**src/rtl/apb4_initiator_pkg.sv**
```systemverilog
// apb4_initiator_pkg: FSM state encoding and APB4 defaults shared by the initiator
package apb4_initiator_pkg;
  typedef enum logic [1:0] {IDLE, SETUP, ACCESS, RESP} state_e;
  localparam logic [2:0] PROT_DEFAULT = 3'b000;
endpackage

```
**src/rtl/apb4_cpuif_initiator.sv**
```systemverilog
// apb4_cpuif_initiator: turns valid/ready commands into APB4 transfers, with a PREADY watchdog
module apb4_cpuif_initiator
  import apb4_initiator_pkg::*;
#(
  parameter int ADDR_WIDTH     = 32,
  parameter int DATA_WIDTH     = 32,
  parameter int TIMEOUT_CYCLES = 256
) (
  input  logic                    clk,
  input  logic                    rst_n,
  input  logic                    req_valid,
  output logic                    req_ready,
  input  logic                    req_write,
  input  logic [ADDR_WIDTH-1:0]   req_addr,
  input  logic [DATA_WIDTH-1:0]   req_wdata,
  input  logic [DATA_WIDTH/8-1:0] req_wstrb,
  input  logic [2:0]              req_prot,
  output logic                    resp_valid,
  input  logic                    resp_ready,
  output logic [DATA_WIDTH-1:0]   resp_rdata,
  output logic                    resp_err,
  output logic                    resp_timeout,
  output logic                    psel,
  output logic                    penable,
  output logic                    pwrite,
  output logic [ADDR_WIDTH-1:0]   paddr,
  output logic [DATA_WIDTH-1:0]   pwdata,
  output logic [DATA_WIDTH/8-1:0] pstrb,
  output logic [2:0]              pprot,
  input  logic                    pready,
  input  logic                    pslverr,
  input  logic [DATA_WIDTH-1:0]   prdata
);
  localparam bit WD_EN = TIMEOUT_CYCLES > 0;
  localparam int CW = WD_EN ? $clog2(TIMEOUT_CYCLES + 1) : 1;
  localparam logic [CW-1:0] CNT_LAST = CW'(WD_EN ? TIMEOUT_CYCLES - 1 : 0);
  state_e        state_q;
  logic [CW-1:0] cnt_q;
  logic          wd_fire;
  assign req_ready = state_q == IDLE;
  assign wd_fire   = WD_EN && cnt_q == CNT_LAST;
  // Transfer sequencer; the APB command registers double as the bus outputs so they stay stable through ACCESS
  always_ff @(posedge clk) begin
    if (!rst_n) begin
      state_q      <= IDLE;
      cnt_q        <= '0;
      psel         <= 1'b0;
      penable      <= 1'b0;
      pwrite       <= 1'b0;
      paddr        <= '0;
      pwdata       <= '0;
      pstrb        <= '0;
      pprot        <= PROT_DEFAULT;
      resp_valid   <= 1'b0;
      resp_rdata   <= '0;
      resp_err     <= 1'b0;
      resp_timeout <= 1'b0;
    end else begin
      case (state_q)
        IDLE: if (req_valid) begin
          paddr   <= req_addr;
          pwrite  <= req_write;
          pwdata  <= req_write ? req_wdata : '0;
          pstrb   <= req_write ? req_wstrb : '0;
          pprot   <= req_prot;
          psel    <= 1'b1;
          cnt_q   <= '0;
          state_q <= SETUP;
        end
        SETUP: begin
          penable <= 1'b1;
          state_q <= ACCESS;
        end
        ACCESS: if (pready || wd_fire) begin
          psel         <= 1'b0;
          penable      <= 1'b0;
          resp_valid   <= 1'b1;
          resp_err     <= !pready || pslverr;
          resp_timeout <= !pready;
          resp_rdata   <= (pready && !pwrite && !pslverr) ? prdata : '0;
          state_q      <= RESP;
        end else if (cnt_q != '1) begin
          cnt_q <= cnt_q + 1'b1;
        end
        RESP: if (resp_ready) begin
          resp_valid   <= 1'b0;
          resp_err     <= 1'b0;
          resp_timeout <= 1'b0;
          resp_rdata   <= '0;
          state_q      <= IDLE;
        end
        default: state_q <= IDLE;
      endcase
    end
  end
endmodule

```
**config.mk**
```make
export PLATFORM = sky130hd
export DESIGN_NAME = apb4_cpuif_initiator
export DESIGN_NICKNAME = d
export VERILOG_FILES = /design/src/rtl/apb4_initiator_pkg.sv /design/src/rtl/apb4_cpuif_initiator.sv
export SDC_FILE = /design/constraint.sdc
export NUM_CORES = 1
export LEC_CHECK = 0
export CORE_ASPECT_RATIO = 2
export CORE_UTILIZATION = 30
export CTS_CLUSTER_SIZE = 30
export DETAILED_ROUTE_END_ITERATION = 7
export PLACE_DENSITY = 0.59
export SLEW_MARGIN = 5
export SYNTH_ARGS = -nofsm -noshare
export SYNTH_HDL_FRONTEND = slang
export SYNTH_SLANG_ARGS = --single-unit
```
**constraint.sdc**
```tcl
create_clock -name clk -period 2.7 [get_ports clk]
set_input_delay 0.54 -clock clk [delete_from_list [all_inputs] [get_ports clk]]
set_output_delay 0.54 -clock clk [all_outputs]
set_load 0.05 [all_outputs]
```
## Word level (Yosys, flattened, before mapping)

Index checks and enable logic that the tools add are counted.

| cells by class | value |
|---|---|
| add/sub/neg operators | 1 |
| multiply operators | 0 |
| div/mod/pow operators | 0 |
| $lt $le $gt $ge | 0 |
| equality and inequality tests | 10 |
| shifts and indexed selects | 0 |
| multiplexer cells | 25 |
| bitwise logic cells | 0 |
| reductions and logical operators | 17 |

Operator list:

| operator | number |
|---|---|
| 32-bit 2-to-1 mux | 4 |
| 32-bit case mux with 2 select lines | 1 |
| 9-bit 2-to-1 mux | 3 |
| 9-bit case mux with 2 select lines | 1 |
| 2-bit != test (second input constant) | 5 |
| 1-bit case mux with 2 select lines | 5 |
| 9-bit by 1-bit adder with 9-bit output (second input constant) | 1 |
| 9-bit by 8-bit equality test with 1-bit output (second input constant) | 1 |
| 9-bit != test (second input constant) | 1 |
| 3-bit AND reduction | 3 |
| 2-bit case mux with 4 select lines | 1 |
| 1-bit 2-to-1 mux | 6 |
| 2-bit 2-to-1 mux | 3 |
| 2-bit nonzero test | 3 |
| 2-bit equality test (second input constant) | 2 |
| 4-bit 2-to-1 mux | 1 |
| 2-bit AND reduction | 2 |
| 4-bit AND reduction | 1 |
| 1-bit zero test | 3 |
| 2-bit by 1-bit equality test with 1-bit output (second input constant) | 1 |
| 1-bit logical AND | 2 |
| 2-bit zero test | 1 |
| 1-bit logical OR | 2 |

| word-level totals | value |
|---|---|
| register bits after elaboration | 120 |
| bits in latches | 0 |
| RAM bits | 0 |
| memory bits (read-only) | 0 |
| input port bits | 110 |
| output and inout bits | 110 |
| word-level logic and storage cells | 66 |
| memories | 0 |

## Depth between registers and ports, before layout

Gate-level depths: netlist of run 1.

| logic depth | value |
|---|---|
| depth after elaboration | 6 |
| depth in mapped cells | 9 |
| gate-level depth less buffers | 7 |

## Worst setup path after synthesis of run 1

OpenSTA, ideal clock, no wires.

| timing path | value |
|---|---|
| path type | register to register |
| start point | reg cnt_q[0] |
| end point | reg cnt_q[2] |
| setup time | 70 ps |
| arrival | 1886 ps |
| required time | 2630 ps |
| setup slack | 744 ps |
| cell stages (with the launch flop) | 9 |
| path buffers | 1 |
| clock period less this slack | 1956 ps |
| path through | dfxtp_1 ha_1 nand3_1 nor2_1 ha_1 o31a_1 buf_6 or4_1 a21oi_1 |

| between the ends | value |
|---|---|
| longest elaborated chain between the ends | 4 |
| elaborated cells between the ends (all ways) | 10 |
| those cells by class | add/sub: 1; eq/ne: 4; mux: 3; reduce/logical: 2 |

RTL lines:

| element | line | text |
|---|---|---|
| from (decl) | apb4_cpuif_initiator.sv:38 | `logic [CW-1:0] cnt_q;` |
| from (signal assigned) | apb4_cpuif_initiator.sv:83 | `cnt_q <= cnt_q + 1'b1;` |
| 9-bit by 1-bit adder with 9-bit output or 9-bit by 8-bit equality test with 1-bit output (tied branches) | apb4_cpuif_initiator.sv:83, apb4_cpuif_initiator.sv:41 |  |
| 9-bit 2-to-1 mux or 1-bit logical OR (tied branches) | apb4_cpuif_initiator.sv:82, apb4_cpuif_initiator.sv:74 |  |
| 9-bit 2-to-1 mux or 2-bit != test (tied branches) | n/a |  |
| 9-bit case mux with 2 select lines or 4-bit AND reduction (tied branches) | n/a |  |

Parallel ways exist; a longest one is shown, timed or not. The select of a mux whose other input is x is not followed.
A chain may end at the register's enable or synchronous reset.

## Final worst setup path of run 1

| timing path | value |
|---|---|
| start point | reg state_q[0] |
| end point | out req_ready |

| between the ends | value |
|---|---|
| longest elaborated chain between the ends | 1 |

RTL lines:

| element | line | text |
|---|---|---|
| from (decl) | apb4_cpuif_initiator.sv:37 | `state_e state_q;` |
| from (signal assigned) | apb4_cpuif_initiator.sv:45 | `state_q <= IDLE;` |
| from (signal assigned) | apb4_cpuif_initiator.sv:68 | `state_q <= SETUP;` |
| from (signal assigned) | apb4_cpuif_initiator.sv:72 | `state_q <= ACCESS;` |
| 2-bit zero test | apb4_cpuif_initiator.sv:40 | `assign req_ready = state_q == IDLE;` |
| to (decl) | apb4_cpuif_initiator.sv:12 | `output logic req_ready,` |

No other way between the ends.

==> flow_summary.yaml, run 1 <==
global_route:
  grt_pass1_wl_um: 24000
  grt_start_max_net_pins: 56
  gr-total-overflow: 0
  grt_pass1_vias: 4808
  grt_usage: 0.188
  antenna_found_initial: 0
synth:
  synth_edf_count: 0
  synth-seq-cells: 120
  ys.flop_type: "dfxtp_1"
  synth_warnings: 0
  ys_types: 31
  synth_area_sq_um: 4690
  synth-async-reset-ratio: 0
  synth_nets: 686
  syn_area_per_cell_sq_um: 8.25
  synthCells: 569
  ys_seq_area_frac: 0.512
layout:
  regArea_sq_um: 2400
  area_growth_pct: 62.8
  final_area_sq_um: 7640
  nFillCells: 1444
  mostFrequentLayoutCell: "clkdlybuf4s50_1"
  multiInputGateArea_sq_um: 2100
  drive_above_1_share: 0.0575
  final_cell_mix: "clkdlybuf4s50_1, dfxtp_1, a21oi_1"
  final_cells: 980
  final_core_util: 0.500
  num_antenna_cells: 0
  final_nets: 886
clock_tree:
  path_clk_slew_ns: 0.05
  cts_hold_buf: 0
  cts_tree: "built"
  insertion_delay_ns: 0.40
  clkSinkCount: 120
  cts_resized: 0
  root_buffer: "clkbuf_16"
  h-tree-depth: 4
  cts_inserted_buffers: 17
  clock_path_buffers: 2
  cts_setup_buffers: 0
timing:
  fin_tns_setup_ns: 0
  setup_viol_count_final: 0
  drv_slew: 0
  hold_viol_final: 0
  timing.hold.ws_ns: 0.449
  tightest_slew_ns: 0.858
  worst_slack_ns: 0.100
  max_freq_mhz: 385
  maxSlewHeadroom: 0.412
  finClkSkew_ns: 0.00950
  rsz0062_at_grt: "false"
  period_minus_slack_ns: 2.60
  min_period_over_period: 0.963
floorplanning:
  die_width_um: 90.5
  pin_count: 220
  core_area_sq_um: 15300
  die_h_um: 179
  fp-row-count: 64
  start_util: 0.307
  dieArea_sq_um: 16200
route:
  drtIter0Drc: 140
  drc_errors: 0
  routed_wirelength_um: 15300
  via_count: 4844
  drt-wirelength-per-cell_um: 15.6
  firstDrtPassIters: 5
  ant_nets: 0
  viasPerCell: 4.94
critical_path:
  cp_max_fo: 7
  crit_arrival_ns: 2.06
  cp.required_ns: 2.16
  crit_type: "flop to output pin"
  endpoint_kind: "output pin"
  crit_path_start_kind: "flop"
power:
  power.density_nw_per_um2: 862
  leakagePower_nw: 2.62
  ir_drop_uv: 451
  fin_total_pwr_mw: 6.59
placement:
  dp_slack_ns: 0.349
  io_buffer_count: 219
  dp_cells: 948
  routabilityCongestion: 0.775
  place_area_sq_um: 7080
  place_hpwl_um: 10800
job:
  cap_viol_max_count: 0
min_path:
  hold_path_class: "flop to flop"
run_status:
  status: "complete, no violations"
-- cells in the mapped netlist (all sizes together) (3+ instances only) --
cell    count  area, sq um
nand3b     38          285
nor4        4         25.0
ha          7         87.6
buf        12         60.1
clkbuf     37          139
nand3      43          215
nand2     112          420
nor2b       4         25.0
mux2i       5         50.1
o31ai       4         30.0
inv         4         15.0
o21ai      41          205
a21oi     115          576
dfxtp     120         2400
nor2        3         11.3
or4         3         22.5
-- power by group --
group	total, mW	internal, mW	switching [mW]
logic	2.36	0.802	1.56
clock network	2.14	1.37	0.771
registers	2.09	1.98	0.109
-- per-layer routing --
layer  GRT usage  vias up  wire, um
met1       0.191     2296      5820
met4      0.0759        0       223
met5           0        -         0
met3      0.0509       13       857
li1            -     2356         -
met2       0.358      179      8410
-- state kept, by name, indices dropped and copies added, names as in the netlist --
signal / count
paddr: 32
pwdata: 32
resp_rdata: 32
cnt_q: 9
pstrb: 4
pprot: 3
state_q: 2
penable: 1
psel: 1
pwrite: 1
resp_err: 1
resp_timeout: 1
resp_valid: 1
-- worst paths after layout --
path,from,endpoint,slack [ns],cells after the start
max,state_q[0],req_ready,0.10,3
min,pwdata[16],pwdata[16],0.45,2
max reg2reg,cnt_q[0],cnt_q[4],0.47,7
min reg2reg,pwdata[16],pwdata[16],0.45,2
-- cell families (layout without fill, tap and decap cells) --
kind of cell | Yosys count | after routing | synth area share
AND/OR/NAND/NOR | 218 | 218 | 0.231
AO/OA/AOI/OAI | 165 | 165 | 0.181
flip-flops | 120 | 120 | 0.512
buffers and inverters | 54 | 267 | 0.0464
adder cells (fa/ha/maj) | 7 | 7 | 0.0187
multiplexers | 5 | 5 | 0.0107
-- critical path, stage by stage (launching register included) --
cell and delay, ns:
dfxtp_1 0.32, inv_1 0.12, ha_1 0.31, clkdlybuf4s50_1 0.90
-- cell type report --
class / count / area share
Sequential cell: 120 / 0.314
Multi-Input combinational cell: 395 / 0.275
Inverter: 5 / 0.00262
Clock buffer: 22 / 0.0594
Clock inverter: 10 / 0.0134
Tap cell: 198 / 0.0324
Timing Repair Buffer: 230 / 0.303
(Power assumes the default switching activity.)
==> inputs of run 2 (changes only) <==
--- a/config.mk
+++ b/config.mk
@@ -14,3 +14,4 @@
 export SYNTH_ARGS = -nofsm -noshare
 export SYNTH_HDL_FRONTEND = slang
 export SYNTH_SLANG_ARGS = --single-unit
+export TNS_END_PERCENT = 20
==> results of run 2 <==
No change in the layout: final DEF, timing and power equal those of run 1.
==> RTL change 1 (settings of run 1) <==
Change the parameter `DATA_WIDTH` from 32 to 48.
--- a/src/rtl/apb4_cpuif_initiator.sv
+++ b/src/rtl/apb4_cpuif_initiator.sv
@@ -3,7 +3,7 @@
   import apb4_initiator_pkg::*;
 #(
   parameter int ADDR_WIDTH     = 32,
-  parameter int DATA_WIDTH     = 32,
+  parameter int DATA_WIDTH     = 48,
   parameter int TIMEOUT_CYCLES = 256
 ) (
   input  logic                    clk,
Interface: changed (6 resized); port bits go from 220 to 288. No check against the original RTL was run, so the function may have changed too.
==> RTL change 1 against run 1 <==
  * Global-route usage decreased by 0.24 points
  * Count of clock-buffer cells in the layout decreased by 2
  * Non-clock buffer count increased by 67
  * Core utilization decreased by 0.17 points
  * Clock power increased by 9.8%
  * Sequential cell count increased by 34
  * Routed wire length increased by 23%
  * Combinational power increased by 6%
  * Area after synthesis increased by 26%
  * Power increased by 13%
  * Worst setup slack improved by 29 ps
  * Sequential power increased by 25%
  * Design area increased by 26%
  * Critical endpoint unchanged
==> RTL change 1: results <==
INSERT INTO impl_metrics (metric_group, metric, value, unit) VALUES
('status', 'run_status', 'completed', ''),
('min_path', 'worstHoldEndpoint', 'pwdata[9]', ''),
('drt', 'dr.pass1.iters', '4', ''),
('power_and_ir_drop', 'vdd_ir_drop_max', '386', 'µV'),
('place', 'dp_hpwl', '13200', 'µm'),
('finish', 'top_regs', 'pwdata x48, resp_rdata x48, paddr x32', ''),
('worst_setup_path', 'worst-endpoint-arrival', '2030', 'ps'),
('place', 'post-place-ws', '359', 'ps'),
('sta', 'holdWs', '459', 'ps'),
('power_and_ir_drop', 'pwr-share-seq', '0.350', ''),
('power_and_ir_drop', 'total_leakage_power', '3.30', 'nW'),
('place', 'numPlacedInstances', '1159', ''),
('synth', 'synth_seq_area_share', '0.520', ''),
('place', 'gpl.final_weighted_congestion', '0.763', ''),
('place', 'placement.io_buffers', '287', ''),
('global_routing', 'first_global_vias', '5255', ''),
('finish', 'design.final.nets', '1070', ''),
('synth', 'syn_avg_cell_area', '9.03', 'µm²'),
('synth', 'postSynthNetCount', '808', ''),
('global_routing', 'track_usage', '0.185', ''),
('synth', 'ys_top_cells_by_count', 'sky130_fd_sc_hd__dfxtp_1, sky130_fd_sc_hd__nand2_1, sky130_fd_sc_hd__a21boi_0, sky130_fd_sc_hd__nand3_1, sky130_fd_sc_hd__nor2b_1', ''),
('power_and_ir_drop', 'combPwrFrac', '0.336', ''),
('drt', 'wl_per_cell', '15.8', 'µm'),
('drt', 'initialDrtViolationCount', '178', ''),
('finish', 'layout.filler_cells', '1841', '');
RTL change 1: metal layers:
layer  wire (µm)  vias up  track usage
met2       10200      192        0.347
met3        1200       19       0.0536
met1        7110     2502        0.186
li1            -     2757            -
met4         326        0       0.0740
met5           0        -            0
RTL change 1: layout make-up:
cell class	count	area [µm²]	share of cell area
inverters	4	15.0	0.00156
well taps	259	324	0.0336
repair buffers	297	3000	0.311
clock buffers	20	467	0.0484
multi-input cells	445	2640	0.273
clock inverters	12	116	0.0121
flip-flops and latches	154	3080	0.320
RTL change 1: cell families (layout without fill, tap and decap cells):
group           after synthesis  in the layout  share of synthesized area
xor+xnor                      2              2                    0.00295
fa+ha+maj                     7              7                     0.0148
flops                       154            154                      0.520
buf+inv                      58            333                     0.0382
mux                           1              1                    0.00169
simple gates                271            271                      0.218
compound gates              164            164                      0.205
==> RTL change 2 (settings of run 1) <==
Made on the original files. Make the reset (`rst_n`) asynchronous in one clocked block.
--- a/src/rtl/apb4_cpuif_initiator.sv
+++ b/src/rtl/apb4_cpuif_initiator.sv
@@ -40,7 +40,7 @@
   assign req_ready = state_q == IDLE;
   assign wd_fire   = WD_EN && cnt_q == CNT_LAST;
   // Transfer sequencer; the APB command registers double as the bus outputs so they stay stable through ACCESS
-  always_ff @(posedge clk) begin
+  always_ff @(posedge clk or negedge rst_n) begin
     if (!rst_n) begin
       state_q      <= IDLE;
       cnt_q        <= '0;
Formal check against the unedited RTL: differs if rst_n is asserted again (counterexample within 4 cycles, from zero or initial values and one cycle with rst_n low); with rst_n held inactive, the same outputs for 4 cycles.
==> RTL change 2 against run 1 <==
  * Non-clock buffer count decreased by 2
  * Worst setup slack improved by 220 ps
  * Design area increased by 3.4%
  * Area after synthesis increased by 3.5%
  * Routed wire length decreased by 6.7%
  * Critical path depth unchanged
  * Register-to-register slack got worse by 100 ps
  * Global-route usage decreased by 0.98 points
  * Final cell count decreased by 14%
  * Synthesized cell count decreased by 28%
  * Sequential cell count unchanged
  * Largest cell class unchanged
Power is not compared: it rests on default switching activity, and its combinational part moved more than twofold at a synthesized area within 25%.
==> RTL change 2: results <==
INSERT INTO impl_metrics (metric_group, metric, value, unit) VALUES
('status', 'run_status', 'completed', ''),
('global_routing', 'grt_start_max_net_pins', '78', ''),
('place', 'gpl.final_weighted_congestion', '0.763', ''),
('synth', 'synth_fa_ha_area_frac', '0.0180', ''),
('min_path', 'min-delay-path-class', 'in2async', ''),
('drt', 'detail_route.wirelength', '14300', 'µm'),
('synth', 'synth.area.mux_share', '0.0999', ''),
('sta', 'worst_skew', '5.95', 'ps'),
('place', 'dp_hpwl', '10500', 'µm'),
('sta', 'timing.max_slew.rel_slack', '0.420', ''),
('finish', 'layout.filler_cells', '1481', ''),
('worst_setup_path', 'reg2regPathDepth', '9', ''),
('finish', 'design.final.nets', '747', ''),
('place', 'post-place-ws', '358', 'ps'),
('worst_setup_path', 'worst-endpoint-arrival', '1840', 'ps'),
('synth', 'synth_seq_area_share', '0.618', ''),
('synth', 'postSynthNetCount', '527', ''),
('drt', 'initialDrtViolationCount', '131', ''),
('drt', 'dr.pass1.iters', '4', ''),
('global_routing', 'global_route_wire_length_before_repair', '22400', 'µm');
==> RTL change 2: report_power, final <==
part	switching [mW]	internal [mW]
registers	0.373	2.48
logic	3.45	1.85
clock network	0.802	1.50
total	4.62	5.83
==> RTL change 2: what timing repair did <==
action	in CTS	in global routing
endpoints found under the setup margin	1	0
resized for setup	1	0
hold endpoints to repair	0	0
==> RTL change 2: cells by family (layout without fill, tap and decap cells) <==
family | Yosys count | after routing
flops | 120 | 120
simple gates | 104 | 104
compound gates | 101 | 101
mux | 44 | 44
buf+inv | 34 | 267
fa+ha+maj | 7 | 7
==> RTL change 2: per-stage QoR <==
stage               hold WS [ps]   util  cells  power, mW  instance area, µm²
global placement             464  0.462    812       8.12                7300
detailed placement           470  0.462    812       8.22                7300
global route                 171  0.501    844       10.9                7900
finish                       127  0.501    844       10.4                7900
CTS                          139  0.501    844       10.6                7900
floorplan                    244      -    410       6.28                4860
==> RTL change 2: worst max-delay path, delay by kind of cell (launching register included) <==
kind | cells | cell delay, ps
flip-flops | 1 | 390
adder cells (fa/ha/maj) | 1 | 330
buffers and inverters | 2 | 700
==> RTL change 2: final cells by class <==
type	count	area share
clock buffer	21	0.0583
clock inverter	11	0.0187
inverter	7	0.00332
multi-input combinational	256	0.218
sequential	120	0.380
tap	201	0.0318
timing repair buffer	228	0.290
==> RTL change 2: routing by layer <==
layer,GRT usage,vias to the layer above,share of wire
li1,-,1874,-
met5,0,-,0
met2,0.332,116,0.58
met3,0.0406,28,0.038
met1,0.177,1931,0.34
met4,0.0994,0,0.037
